<file path="src/rtl/bitcount_seq_unit.sv">
// bitcount_seq_unit: multi-cycle CLZ/CLO execution unit.
// A single BYTE_W-wide leading-bit scanner walks the operand one byte per
// cycle, MSB byte first, accumulating the leading count. Request and response
// both use valid/ready handshakes.
// Build option: BITCNT_EARLY_EXIT_EN, when defined, stops the scan at the first
// byte that is not fully saturated. Results match in both builds; only the
// latency differs.
module bitcount_seq_unit #(
    parameter int DATA_W = 32,
    parameter int BYTE_W = 8,
    parameter int TAG_W  = 5
) (
    input  logic              clk,
    input  logic              rst,
    input  logic              flush_i,
    input  logic              req_valid_i,
    output logic              req_ready_o,
    input  logic              cnt_en_i,
    input  logic [DATA_W-1:0] val_i,
    input  logic [TAG_W-1:0]  tag_i,
    output logic              resp_valid_o,
    input  logic              resp_ready_i,
    output logic [DATA_W-1:0] res_o,
    output logic [TAG_W-1:0]  tag_o,
    output logic              busy_o
);

    localparam int NBYTES = DATA_W / BYTE_W;
    localparam int IDX_W  = (NBYTES > 1) ? $clog2(NBYTES) : 1;
    localparam int CNT_W  = $clog2(BYTE_W + 1);
    localparam int ACC_W  = $clog2(DATA_W + 1);

    localparam logic [1:0] ST_IDLE = 2'd0;
    localparam logic [1:0] ST_SCAN = 2'd1;
    localparam logic [1:0] ST_DONE = 2'd2;

    // Number of leading bits of b_v (from its MSB) equal to pol.
    function automatic logic [CNT_W-1:0] lead_cnt(input logic [BYTE_W-1:0] b_v,
                                                  input logic pol);
        logic [CNT_W-1:0] n;
        logic             run;
        n   = CNT_W'(0);
        run = 1'b1;
        for (int i = BYTE_W - 1; i >= 0; i--) begin
            if (run && (b_v[i] == pol)) begin
                n = n + CNT_W'(1);
            end else begin
                run = 1'b0;
            end
        end
        return n;
    endfunction

    logic [1:0]        state_r;
    logic [1:0]        state_nxt_s;
    logic [DATA_W-1:0] val_r;
    logic              op_r;
    logic [TAG_W-1:0]  tag_r;
    logic [IDX_W-1:0]  idx_r;
    logic [ACC_W-1:0]  acc_r;
    logic [DATA_W-1:0] res_r;
    logic [TAG_W-1:0]  tag_out_r;
    logic              resp_valid_r;
    logic              busy_r;
`ifndef BITCNT_EARLY_EXIT_EN
    logic              stop_r;
`endif

    logic              accept_s;
    logic [BYTE_W-1:0] byte_s;
    logic [CNT_W-1:0]  cnt_s;
    logic              sat_s;
    logic [CNT_W-1:0]  add_s;
    logic              last_s;
    logic [ACC_W-1:0]  acc_nxt_s;

    assign accept_s     = (state_r == ST_IDLE) && req_valid_i && !flush_i;
    assign req_ready_o  = (state_r == ST_IDLE) && !flush_i && !rst;
    assign resp_valid_o = resp_valid_r;
    assign res_o        = res_r;
    assign tag_o        = tag_out_r;
    assign busy_o       = busy_r;

    // Scan datapath: count the current byte and decide whether this is the last scan cycle.
    always_comb begin
        byte_s = val_r[int'(idx_r) * BYTE_W +: BYTE_W];
        cnt_s  = lead_cnt(byte_s, op_r);
        sat_s  = (cnt_s == CNT_W'(BYTE_W));
`ifdef BITCNT_EARLY_EXIT_EN
        add_s  = cnt_s;
        last_s = (idx_r == IDX_W'(0)) || !sat_s;
`else
        // Once an unsaturated byte has been seen, later bytes contribute nothing.
        if (stop_r) begin
            add_s = CNT_W'(0);
        end else begin
            add_s = cnt_s;
        end
        last_s = (idx_r == IDX_W'(0));
`endif
        acc_nxt_s = acc_r + {{(ACC_W - CNT_W){1'b0}}, add_s};
    end

    // Next-state logic; flush overrides everything and returns to IDLE.
    always_comb begin
        state_nxt_s = state_r;
        if (flush_i) begin
            state_nxt_s = ST_IDLE;
        end else begin
            case (state_r)
                ST_IDLE: begin
                    if (accept_s) begin
                        state_nxt_s = ST_SCAN;
                    end else begin
                        state_nxt_s = ST_IDLE;
                    end
                end
                ST_SCAN: begin
                    if (last_s) begin
                        state_nxt_s = ST_DONE;
                    end else begin
                        state_nxt_s = ST_SCAN;
                    end
                end
                ST_DONE: begin
                    if (resp_ready_i) begin
                        state_nxt_s = ST_IDLE;
                    end else begin
                        state_nxt_s = ST_DONE;
                    end
                end
                default: state_nxt_s = ST_IDLE;
            endcase
        end
    end

    // State, operand capture, accumulation and registered response outputs.
    always_ff @(posedge clk or posedge rst) begin
        if (rst) begin
            state_r      <= ST_IDLE;
            val_r        <= {DATA_W{1'b0}};
            op_r         <= 1'b0;
            tag_r        <= {TAG_W{1'b0}};
            idx_r        <= IDX_W'(0);
            acc_r        <= ACC_W'(0);
            res_r        <= {DATA_W{1'b0}};
            tag_out_r    <= {TAG_W{1'b0}};
            resp_valid_r <= 1'b0;
            busy_r       <= 1'b0;
`ifndef BITCNT_EARLY_EXIT_EN
            stop_r       <= 1'b0;
`endif
        end else begin
            state_r      <= state_nxt_s;
            busy_r       <= (state_nxt_s != ST_IDLE);
            resp_valid_r <= (state_nxt_s == ST_DONE);
            case (state_r)
                ST_IDLE: begin
                    if (accept_s) begin
                        val_r  <= val_i;
                        op_r   <= cnt_en_i;
                        tag_r  <= tag_i;
                        idx_r  <= IDX_W'(NBYTES - 1);
                        acc_r  <= ACC_W'(0);
`ifndef BITCNT_EARLY_EXIT_EN
                        stop_r <= 1'b0;
`endif
                    end else begin
                        acc_r <= acc_r;
                    end
                end
                ST_SCAN: begin
                    acc_r  <= acc_nxt_s;
                    idx_r  <= idx_r - IDX_W'(1);
`ifndef BITCNT_EARLY_EXIT_EN
                    stop_r <= stop_r | !sat_s;
`endif
                    if (state_nxt_s == ST_DONE) begin
                        res_r     <= {{(DATA_W - ACC_W){1'b0}}, acc_nxt_s};
                        tag_out_r <= tag_r;
                    end else begin
                        res_r     <= {DATA_W{1'b0}};
                        tag_out_r <= {TAG_W{1'b0}};
                    end
                end
                ST_DONE: begin
                    // Result is held until the consumer takes it or a flush drops it.
                    if (state_nxt_s != ST_DONE) begin
                        res_r     <= {DATA_W{1'b0}};
                        tag_out_r <= {TAG_W{1'b0}};
                    end else begin
                        res_r     <= res_r;
                        tag_out_r <= tag_out_r;
                    end
                end
                default: begin
                    res_r     <= {DATA_W{1'b0}};
                    tag_out_r <= {TAG_W{1'b0}};
                end
            endcase
        end
    end

endmodule

</file>
<file path="config.mk">
export PLATFORM = sky130hd
export DESIGN_NAME = bitcount_seq_unit
export DESIGN_NICKNAME = d
export VERILOG_FILES = /design/src/rtl/bitcount_seq_unit.sv
export SDC_FILE = /design/constraint.sdc
export NUM_CORES = 1
export LEC_CHECK = 0
export ABC_AREA = 1
export BUFFER_PORTS_ARGS = -buffer_cell sky130_fd_sc_hd__buf_2
export CAP_MARGIN = 20
export CORE_MARGIN = 1.5
export CORE_UTILIZATION = 46
export CTS_CLUSTER_DIAMETER = 200
export DETAILED_ROUTE_END_ITERATION = 16
export PLACE_DENSITY_LB_ADDON = 0.08
export SKIP_CTS_REPAIR_TIMING = 1
export SYNTH_ARGS = -nofsm -noshare
export SYNTH_HDL_FRONTEND = slang
export SYNTH_SLANG_ARGS = --single-unit
</file>
<file path="constraint.sdc">
create_clock -name clk -period 11.4 [get_ports clk]
set_clock_uncertainty 0.05 [all_clocks]
set_input_delay 0.57 -clock clk [delete_from_list [all_inputs] [get_ports clk]]
set_output_delay 0.57 -clock clk [all_outputs]
set_load 0.01 [all_outputs]
</file>
==> results of run 1 <==
## path summary, 6_finish.rpt
check	start	end	slack [ns]	cells past startpoint
worst max register to register	idx_r[0]	res_o[5]	6.29	29
min in group clk	flush_i	state_r[0]	0.39	2
max in group asynchronous	rst	val_r[16]	10.21	3
worst min-delay path	rst	tag_o[1]	0.21	2
worst min register to register	acc_r[0]	acc_r[0]	0.45	2
worst max-delay path	idx_r[0]	res_o[5]	6.29	29
## state kept, by name, summed over array words and instances (netlist names)
name / count
acc_r: 6
busy_o: 1
idx_r: 2
op_r: 1
res_o: 6
resp_valid_o: 1
state_r: 2
stop_r: 1
tag_o: 5
tag_r: 5
val_r: 32
## critical path: cells and delay by family (launching register included)
kind	cells	cell delay (ns)
fa+ha+maj	5	1.32
compound gates	10	1.71
buf+inv	4	0.34
simple gates	10	0.89
flops	1	0.74
## placed cells by master, fill, tap and decap left out, types with 2 or more instances in the layout
cell type,count
nor2_4,5
a31oi_1,2
conb_1,26
nand4_1,2
nor2_1,12
nand3_2,9
clkbuf_8,11
o21ai_0,20
inv_2,6
xor2_1,2
nand2_2,8
a21oi_1,7
nand2_4,2
nand3_4,2
bufinv_16,2
a21o_1,2
ha_1,11
inv_1,23
nand2_1,97
buf_2,56
nand3_1,43
mux2_2,37
dfrtp_1,62
## cell families (layout without fill, tap and decap cells)
family,Yosys count,after routing,synth area share (%)
flip-flops,62,62,42.3
AO/OA/AOI/OAI,35,35,5.15
XOR/XNOR,2,2,0.478
adder cells (fa/ha/maj),12,12,4.30
other,1,26,0.102
multiplexers,38,38,11.6
buffers and inverters,70,105,11.0
AND/OR/NAND/NOR,184,184,25.0
## stage by stage
stage / setup WS (ns) / hold slack, ns / cells / util, %
floorplan: 7.09 / 0.398 / 429 / -
global placement: 6.52 / 0.424 / 549 / 50.5
detailed placement: 6.28 / 0.426 / 549 / 50.5
CTS: 6.27 / 0.223 / 565 / 53.5
global route: 5.44 / 0.252 / 566 / 53.8
finish: 6.29 / 0.210 / 566 / 53.8
## layer usage
metal  track usage, %  vias up  part of all wire (%)
li1                 -     1397                     -
met2             26.3       61                    44
met3             3.86        9                   4.2
met1             28.0     1250                    51
met5                0        -                     0
met4             5.77        0                   1.3
## power by group through the flow
stage | clock network (W) | logic (W) | registers, W
4_1_cts | 0.000225 | 0.000430 | 0.000299
6_report | 0.000219 | 0.000426 | 0.000299
3_3_place_gp | 0 | 0.000417 | 0.000304
5_1_grt | 0.000236 | 0.000500 | 0.000305
3_5_place_dp | 0 | 0.000427 | 0.000303
2_1_floorplan | 0 | 0.000387 | 0.000280
## synthesized netlist by cell type (4+ instances only)
cell type	number	area [um^2]
nand2_1	97	364
nand3_2	8	80.1
inv_2	5	18.8
buf_6	4	45.0
buf_1	5	18.8
nor2_4	5	56.3
dfrtp_1	62	1550
a21oi_1	7	35.0
nand2_2	8	50.1
o21ai_0	20	100
nor2_1	12	45.0
buf_4	27	203
nand3_1	44	220
inv_1	24	90.1
mux2_2	37	417
ha_1	11	138
## cell type report
class / instances / area, um^2 / share of cell area (%)
multi-input combinational: 297 / 1810 / 43.6
timing repair buffer: 58 / 308 / 7.41
tap: 102 / 128 / 3.07
clock inverter: 5 / 81.3 / 1.96
clock buffer: 11 / 151 / 3.64
sequential: 62 / 1550 / 37.3
inverter: 31 / 124 / 2.98
==> flow_metrics.env, run 1 <==
export IMPL_core_area_um2=7730
export IMPL_postRouteAntennaNets=0
export IMPL_placed_area_um2=3900
export IMPL_max_stage_delay_ns=0.74
export IMPL_setup_viol=0
export IMPL_ys_ff_latch=62
export IMPL_groute_usage_overall_pct=18.5
export IMPL_synth_cell_type_count=37
export IMPL_ir_drop_mv=0.122
export IMPL_cts_sinks=62
export IMPL_swShare_pct=41.6
export IMPL_hold_class="input port to async pin"
export IMPL_relSlewSlack_pct=39.5
export IMPL_p_seq_share_pct=31.6
export IMPL_final_nets=514
export IMPL_cap_violations=0
export IMPL_crit_slowest_cell="dfrtp_1"
export IMPL_dr_first_iter_drc_count=102
export IMPL_synth_edff_count=0
export IMPL_power_frac_comb_pct=45.2
export IMPL_crit_type="register to register"
export IMPL_first_pass_iters=4
export IMPL_min_period_over_period_pct=44.8
export IMPL_num_antenna_cells=0
export IMPL_cp_max_fo=19
export IMPL_p_total_w=0.000944
export IMPL_cts_buffers=9
export IMPL_path_clk_slew_ns=0.08
export IMPL_power_density_nw_per_um2=227
export IMPL_io_pins=83
export IMPL_grt_setup_unrepaired="no"
export IMPL_grt_pass1_vias=2603
export IMPL_place_detailed_hpwl_um=5140
export IMPL_antenna_found_initial=0
export IMPL_netlist_area_um2=3670
export IMPL_cp_end_kind="register"
export IMPL_arrival_ns=5.32
export IMPL_placementRows=32
export IMPL_grt_ovfl_total=0
export IMPL_drive_above_1_share_pct=31.7
export IMPL_p_clk_share_pct=23.2
export IMPL_max_freq_mhz=196
export IMPL_routed_via_density=4.80
export IMPL_intPower_w=0.000551
export IMPL_leakagePower_nw=2.19
export IMPL_remaining_drc_errors=0
export IMPL_syn_to_final_growth_pct=13.3
export IMPL_avgSynthCellArea_um2=9.08
export IMPL_switchingPower_w=0.000393
export IMPL_syn_inst=404
export IMPL_root_buffer="clkbuf_8"
export IMPL_initial_core_util_pct=47.5
export IMPL_wl_per_cell_um=12.2
export IMPL_ys_flop_type="dfrtp_1"
export IMPL_finalHoldViolCount=0
export IMPL_port_buffers=56
export IMPL_finalCriticalPeriod_ns=5.11
export IMPL_yosysWarnings=0
export IMPL_htreeDepth=3
export IMPL_routabilityCongestion=0.804
export IMPL_routed_wl_um=6920
export IMPL_clk_latency_ns=0.34
export IMPL_via_count=2717
export IMPL_grt_start_max_net_pins=42
export IMPL_die_x_um=92.3
export IMPL_cp_required_ns=11.61
export IMPL_seq_area_frac_synth_pct=42.3
export IMPL_final_max_slew_viol_count=0
export IMPL_cts_buffer_depth=2
export IMPL_fin_area_um2=4160
export IMPL_async_flop_share_pct=100
export IMPL_fp_dieH_um=92.3
export IMPL_dieArea_um2=8520
export IMPL_grt_pass1_wl_um=12500
export IMPL_tightest_slew_ns=0.904
export IMPL_worstSetupStartpointType="register"
export IMPL_cts_tree="done"
export IMPL_fin_tns_setup_ns=0
export IMPL_nFillCells=742
export IMPL_outcome="completed"
No activity file was read; power rests on OpenSTA's default activity.
==> run 2, diff against run 1 <==
Settings changed: ABC_AREA 1 to 0.
Clock period 11.4 ns to 4.9 ns, I/O delays scaled along.
==> run 2 against run 1 <==
  * The run now ends with setup timing left
  * Non-clock buffer count rose by 25
  * Critical path type unchanged
  * Register-to-register slack got worse by 6.4 ns
  * Total power rose to 2.8 times the previous value
  * First-iteration DRC count rose by 22%
  * Sequential share of layout area fell by 2.4 points
  * Combinational power rose to 3.5 times the previous value
  * Largest power group unchanged
  * Utilization rose by 3.7 points
==> flow_metrics.env, run 2 <==
export IMPL_grt_pass1_wl_um=13400
export IMPL_min_period_over_period_pct=103
export IMPL_finalCriticalPeriod_ns=5.06
export IMPL_grt_ovfl_total=0
export IMPL_async_flop_share_pct=100
export IMPL_wl_per_cell_um=13.4
export IMPL_ys_ff_latch=62
export IMPL_post_place_cells=575
export IMPL_crit_start="idx_r[0]"
export IMPL_hold_class="input port to register"
export IMPL_tightest_slew_ns=0.640
export IMPL_ir_drop_mv=0.263
export IMPL_arrival_ns=5.26
export IMPL_final_common_cell="nand2_1"
export IMPL_final_max_slew_viol_count=0
export IMPL_drive_above_1_share_pct=28.1
export IMPL_outcome="finished with violations"
export IMPL_worstSetupStartpointType="register"
export IMPL_final_cell_mix="nand2_1 (146), dfrtp_1 (61), buf_2 (56), conb_1 (26), buf_4 (26)"
export IMPL_netlist_area_um2=3670
export IMPL_nFillCells=701
export IMPL_fin_cells=596
export IMPL_multi_input_area_um2=2030
export IMPL_dp_slack_ns=-0.230
export IMPL_avgSynthCellArea_um2=8.93
export IMPL_cap_violations=0
export IMPL_ys_flop_type="dfrtp_1"
export IMPL_seq_area_frac_synth_pct=42.2
export IMPL_synth_top_area_share_pct=42.2
export IMPL_setup_slack_ns=-0.159
export IMPL_grt_setup_unrepaired="yes"
export IMPL_via_count=2964
export IMPL_max_freq_mhz=198
export IMPL_final_nets=544
export IMPL_fp_dieH_um=92.4
export IMPL_violations="setup timing"
export IMPL_yosysWarnings=0
export IMPL_cts_tree="done"
export IMPL_synth_edff_count=0
export IMPL_synthMuxAreaShare_pct=8.69
export IMPL_port_buffers=56
export IMPL_fin_tns_setup_ns=-0.622
export IMPL_synth_fa_ha_area_share_pct=4.29
export IMPL_dieArea_um2=8530
export IMPL_synthXorXnorAreaFrac_pct=2.83
export IMPL_synth_compound_area_share_pct=10.5
export IMPL_path_clk_slew_ns=0.08
export IMPL_ys_top_cells_by_count="nand2_1 (146), dfrtp_1 (62), buf_4 (26)"
export IMPL_power_density_nw_per_um2=604
export IMPL_synth_most_common_cell="nand2_1"
export IMPL_cts_sinks=62
export IMPL_dr_first_iter_drc_count=124
export IMPL_routabilityCongestion=0.795
export IMPL_initial_core_util_pct=47.5
export IMPL_placementRows=32
export IMPL_grt_start_max_net_pins=52
export IMPL_setup_viol=6
export IMPL_syn_inst=411
export IMPL_r2r_end="acc_r[4]"
export IMPL_die_x_um=92.4
export IMPL_root_buffer="clkbuf_8"
export IMPL_antenna_found_initial=0
export IMPL_synth_top_family_by_area="simple AND/OR/NAND/NOR gates"
export IMPL_leakagePower_nw=2.33
export IMPL_groute_usage_overall_pct=19.9
export IMPL_htreeDepth=3
export IMPL_num_antenna_cells=0
export IMPL_grt_pass1_vias=2856
export IMPL_cp_endpoint="acc_r[4]"
export IMPL_syn_to_final_growth_pct=21.0
export IMPL_place_detailed_hpwl_um=5660
export IMPL_routed_wl_um=8000
export IMPL_yosys_area_share_simple_pct=23.2
export IMPL_synth_cell_type_count=50
export IMPL_r2r_slack_ns=-0.16
export IMPL_cp_end_kind="register"
export IMPL_finalHoldViolCount=0
export IMPL_relSlewSlack_pct=57.1
export IMPL_postRouteAntennaNets=0
export IMPL_remaining_drc_errors=0
export IMPL_first_pass_iters=6
export IMPL_core_area_um2=7730
export IMPL_routed_via_density=4.97
export IMPL_r2r_start="idx_r[0]"
export IMPL_cts_buffers=9
export IMPL_io_pins=83
export IMPL_crit_type="register to register"
export IMPL_regArea_um2=1550
export IMPL_largest_register_ffs=32
export IMPL_synth_area_leaders="dfrtp_1 (42%), nand2_1 (15%), mux4_2 (5.5%)"
export IMPL_cts_buffer_depth=2
export IMPL_regMostFlops="val_r"
export IMPL_cp_required_ns=5.10
export IMPL_cp_max_fo=5
export IMPL_ff2ff_path_depth=24
export IMPL_synth_largest_area_cell="dfrtp_1"
export IMPL_clk_latency_ns=0.34
## run 2: cell types whose count changed after synthesis, moves of 7 or more
| cell | previous run | this run |
|---|---|---|
| xnor2_1 | 0 | 7 |
| mux2_2 | 37 | 5 |
| nand2_1 | 97 | 146 |
| mux4_2 | 0 | 9 |
| nand2_2 | 8 | 0 |
| inv_1 | 24 | 8 |
| nand3_2 | 8 | 0 |
| nand3_1 | 44 | 7 |
| clkbuf_1 | 1 | 12 |
## run 2: worst max-delay path: stages (launching register included)
cell	delay [ns]
dfrtp_2	0.43
mux4_2	0.58
and3_4	0.20
or2_4	0.24
ha_4	0.24
o21a_1	0.20
ha_4	0.29
nor2_2	0.04
a21o_1	0.15
ha_1	0.27
mux2_4	0.27
o21ai_2	0.15
a22oi_2	0.10
ha_1	0.33
mux2i_1	0.17
nor2_2	0.06
buf_4	0.14
fa_2	0.34
a21o_1	0.19
a21oi_2	0.15
buf_4	0.13
nand2_1	0.04
nand2_1	0.08
nand2_1	0.06
o31ai_1	0.07
## run 2: worst min path at each step
stage,from,end,slack (ns),cells after the start
final,val_i[29],val_r[29],0.04,3
after global routing,val_i[19],val_r[19],0.03,3
after CTS,rst,resp_valid_o,-0.22,2
after detailed placement,rst,resp_valid_o,0.16,2
after global placement,rst,resp_valid_o,0.15,2
after floorplan,flush_i,state_r[0],0.29,1
## run 2: final cells by class
| class | instances | share of cell area [%] |
|---|---|---|
| multi-input combinational | 325 | 45.7 |
| clock buffer | 11 | 3.41 |
| tap | 102 | 2.87 |
| sequential | 62 | 35.0 |
| inverter | 8 | 0.676 |
| timing repair buffer | 83 | 10.9 |
| clock inverter | 5 | 1.44 |
## run 2: power breakdown
| part | total (W) | leakage [nW] | switching, W | internal (W) |
|---|---|---|---|---|
| Clock | 0.000480 | 0.107 | 0.000213 | 0.000267 |
| Combinational | 0.00147 | 1.43 | 0.000741 | 0.000734 |
| Sequential | 0.000730 | 0.793 | 0.0000991 | 0.000630 |
| Total | 0.00268 | 2.33 | 0.00105 | 0.00163 |
## run 2: per-stage QoR
step / area [um^2] / power, W / hold slack (ns) / util [%]
floorplan: 3810 / 0.00171 / 0.290 / -
global placement: 4120 / 0.00202 / 0.145 / 53.3
detailed placement: 4120 / 0.00207 / 0.157 / 53.3
CTS: 4330 / 0.00255 / -0.221 / 56.1
global route: 4440 / 0.00291 / 0.0328 / 57.5
finish: 4440 / 0.00268 / 0.0425 / 57.5
## run 2: kinds of logic after synthesis
kind of cell    after synthesis
compound gates               57
xor+xnor                     11
fa+ha+maj                    12
buf+inv                      49
flops                        62
mux                          20
other cells                   1
simple gates                199
## run 2: per-layer routing
layer	wire length (um)	GRT usage, %
met4	51	7.05
met3	263	4.60
met5	0	0
met2	3780	29.8
met1	3910	28.2
==> run 3, diff against run 2 <==
Settings changed: CORE_UTILIZATION 46 to 48.
==> run 3 against run 2 <==
  * The flow still finishes with violations (setup timing)
  * Critical endpoint is now res_o[3]
  * Non-clock buffer count down 3
  * Fmax up 2.7%
  * Die area down 4.0%
  * Utilization up 2.7 points
  * Cell area down 0.68%
  * Global-route usage up 0.27 points
  * Sequential power about the same
  * Final cell count down 1.0%
  * Clock power up 1%
  * Flip-flop and latch count unchanged
==> flow_metrics.env, run 3 (same netlist as run 2, synthesis figures left out) <==
export IMPL_outcome="finished with violations"
export IMPL_violations="setup timing"
export IMPL_routed_via_density=4.90
export IMPL_drive_above_1_share_pct=27.7
export IMPL_nFillCells=644
export IMPL_place_detailed_hpwl_um=5470
export IMPL_root_buffer="clkbuf_8"
export IMPL_relSlewSlack_pct=55.8
export IMPL_ir_drop_mv=0.238
export IMPL_groute_usage_overall_pct=20.2
export IMPL_final_common_cell="nand2_1"
export IMPL_regArea_um2=1550
export IMPL_hold_class="input port to register"
export IMPL_regMostFlops="val_r"
export IMPL_setup_slack_ns=-0.0249
export IMPL_crit_type="register to register"
export IMPL_syn_to_final_growth_pct=20.1
export IMPL_leakagePower_nw=2.31
export IMPL_switchingPower_w=0.00103
export IMPL_cp_max_fo=4
export IMPL_core_area_um2=7330
export IMPL_path_clk_slew_ns=0.07
export IMPL_htreeDepth=3
export IMPL_wl_per_cell_um=13.0
export IMPL_dieArea_um2=8180
export IMPL_cts_sinks=62
export IMPL_final_cell_mix="nand2_1 (146), dfrtp_1 (61), buf_2 (56), conb_1 (26), buf_4 (22)"
export IMPL_cts_buffer_depth=2
export IMPL_final_nets=541
export IMPL_die_x_um=90.5
export IMPL_swShare_pct=38.0
export IMPL_grt_setup_unrepaired="yes"
export IMPL_routabilityCongestion=0.807
export IMPL_p_seq_share_pct=27.0
export IMPL_intPower_w=0.00167
export IMPL_finalCriticalPeriod_ns=4.92
export IMPL_max_freq_mhz=203
export IMPL_grt_start_max_net_pins=54
export IMPL_finalHoldViolCount=0
export IMPL_antenna_found_initial=0
export IMPL_arrival_ns=5.09
export IMPL_cp_end_kind="register"
export IMPL_cts_buffers=9
export IMPL_first_pass_iters=4
export IMPL_routed_wl_um=7650
export IMPL_power_frac_comb_pct=55.0
export IMPL_fp_dieH_um=90.5
export IMPL_p_clk_share_pct=18.0
export IMPL_grt_pass1_vias=2913
export IMPL_num_antenna_cells=0
export IMPL_clk_latency_ns=0.35
export IMPL_grt_ovfl_total=0
export IMPL_dr_first_iter_drc_count=115
export IMPL_grt_pass1_wl_um=13300
export IMPL_cts_tree="done"
export IMPL_io_pins=83
export IMPL_postRouteAntennaNets=0
export IMPL_multi_input_area_um2=2020
export IMPL_final_max_slew_viol_count=0
export IMPL_initial_core_util_pct=50.1
export IMPL_largest_register_ffs=32
export IMPL_worstSetupStartpointType="register"
export IMPL_tightest_slew_ns=0.663
export IMPL_min_period_over_period_pct=101
export IMPL_via_count=2890
export IMPL_cp_required_ns=5.06
export IMPL_setup_viol=2
export IMPL_placementRows=31
export IMPL_holdWs_ns=0.0371
export IMPL_remaining_drc_errors=0
export IMPL_fin_tns_setup_ns=-0.0450
export IMPL_power_density_nw_per_um2=611
export IMPL_port_buffers=56
export IMPL_cap_violations=0
run 3: cell types whose count changed in the layout (fill, tap and decap cells not counted), sizes merged:
cell / before / now
buf: 82 / 79
clkinv: 1 / 3
bufinv: 1 / 2
clkbuf: 11 / 10
inv: 10 / 8
run 3: final cells by class:
type	instances	share of cell area, %
Clock buffer	10	2.89
Clock inverter	6	1.96
Inverter	8	0.681
Multi-Input combinational cell	325	45.8
Sequential cell	62	35.2
Tap cell	99	2.81
Timing Repair Buffer	80	10.7
run 3: metal layers:
metal  wire, um  up-vias  GRT usage (%)
met1       3860     1354           28.5
met2       3480       56           30.8
met3        212        7           3.28
li1           -     1473              -
met4         93        0           8.33
met5          0        -              0
run 3: final timing paths:
path / from / to / slack (ns) / cells past startpoint
max: idx_r[0] / res_o[3] / -0.02 / 22
min: val_i[30] / val_r[30] / 0.04 / 3
max reg2reg: idx_r[0] / res_o[3] / -0.02 / 22
min reg2reg: tag_r[2] / tag_r[2] / 0.43 / 2
max in group asynchronous: rst / idx_r[0] / 3.54 / 4
min in group asynchronous: rst / tag_r[1] / 0.31 / 3
run 3: power groups by stage:
| stage | Sequential, W | Combinational (W) | Clock [W] |
|---|---|---|---|
| after floorplan | 0.000696 | 0.00102 | 0 |
| after global placement | 0.000733 | 0.00130 | 0 |
| after detailed placement | 0.000735 | 0.00134 | 0 |
| after CTS | 0.000725 | 0.00135 | 0.000500 |
| after global routing | 0.000746 | 0.00165 | 0.000524 |
| final | 0.000729 | 0.00148 | 0.000485 |
run 3: worst max-delay path, cell delays in order, from the launching register on:
cell and delay, ns:
dfrtp_2 0.44, mux4_2 0.57, and3_4 0.20, or2_4 0.24, ha_4 0.24, o21a_1 0.19
ha_4 0.27, nor2_2 0.04, a21o_1 0.15, ha_1 0.26, mux2_4 0.27, o21ai_2 0.12
a22oi_2 0.10, ha_2 0.30, mux2i_1 0.16, nor2_2 0.07, ha_1 0.28, a21o_1 0.17
a21oi_2 0.14, buf_4 0.13, xor2_2 0.16, a2bb2oi_1 0.16, o21ai_0 0.09
run 3: per-stage QoR:
step                      cell area, um^2  worst slack (ns)  std cells  utilization, %  power [W]
after detailed placement             4100            -0.184        570            55.9    0.00208
after floorplan                      3810          -0.00932        436               -    0.00171
after global routing                 4410            -0.285        590            60.2    0.00292
final                                4410           -0.0249        590            60.2    0.00270
after global placement               4100           -0.0513        570            55.9    0.00203
after CTS                            4310            -0.203        586            58.8    0.00258
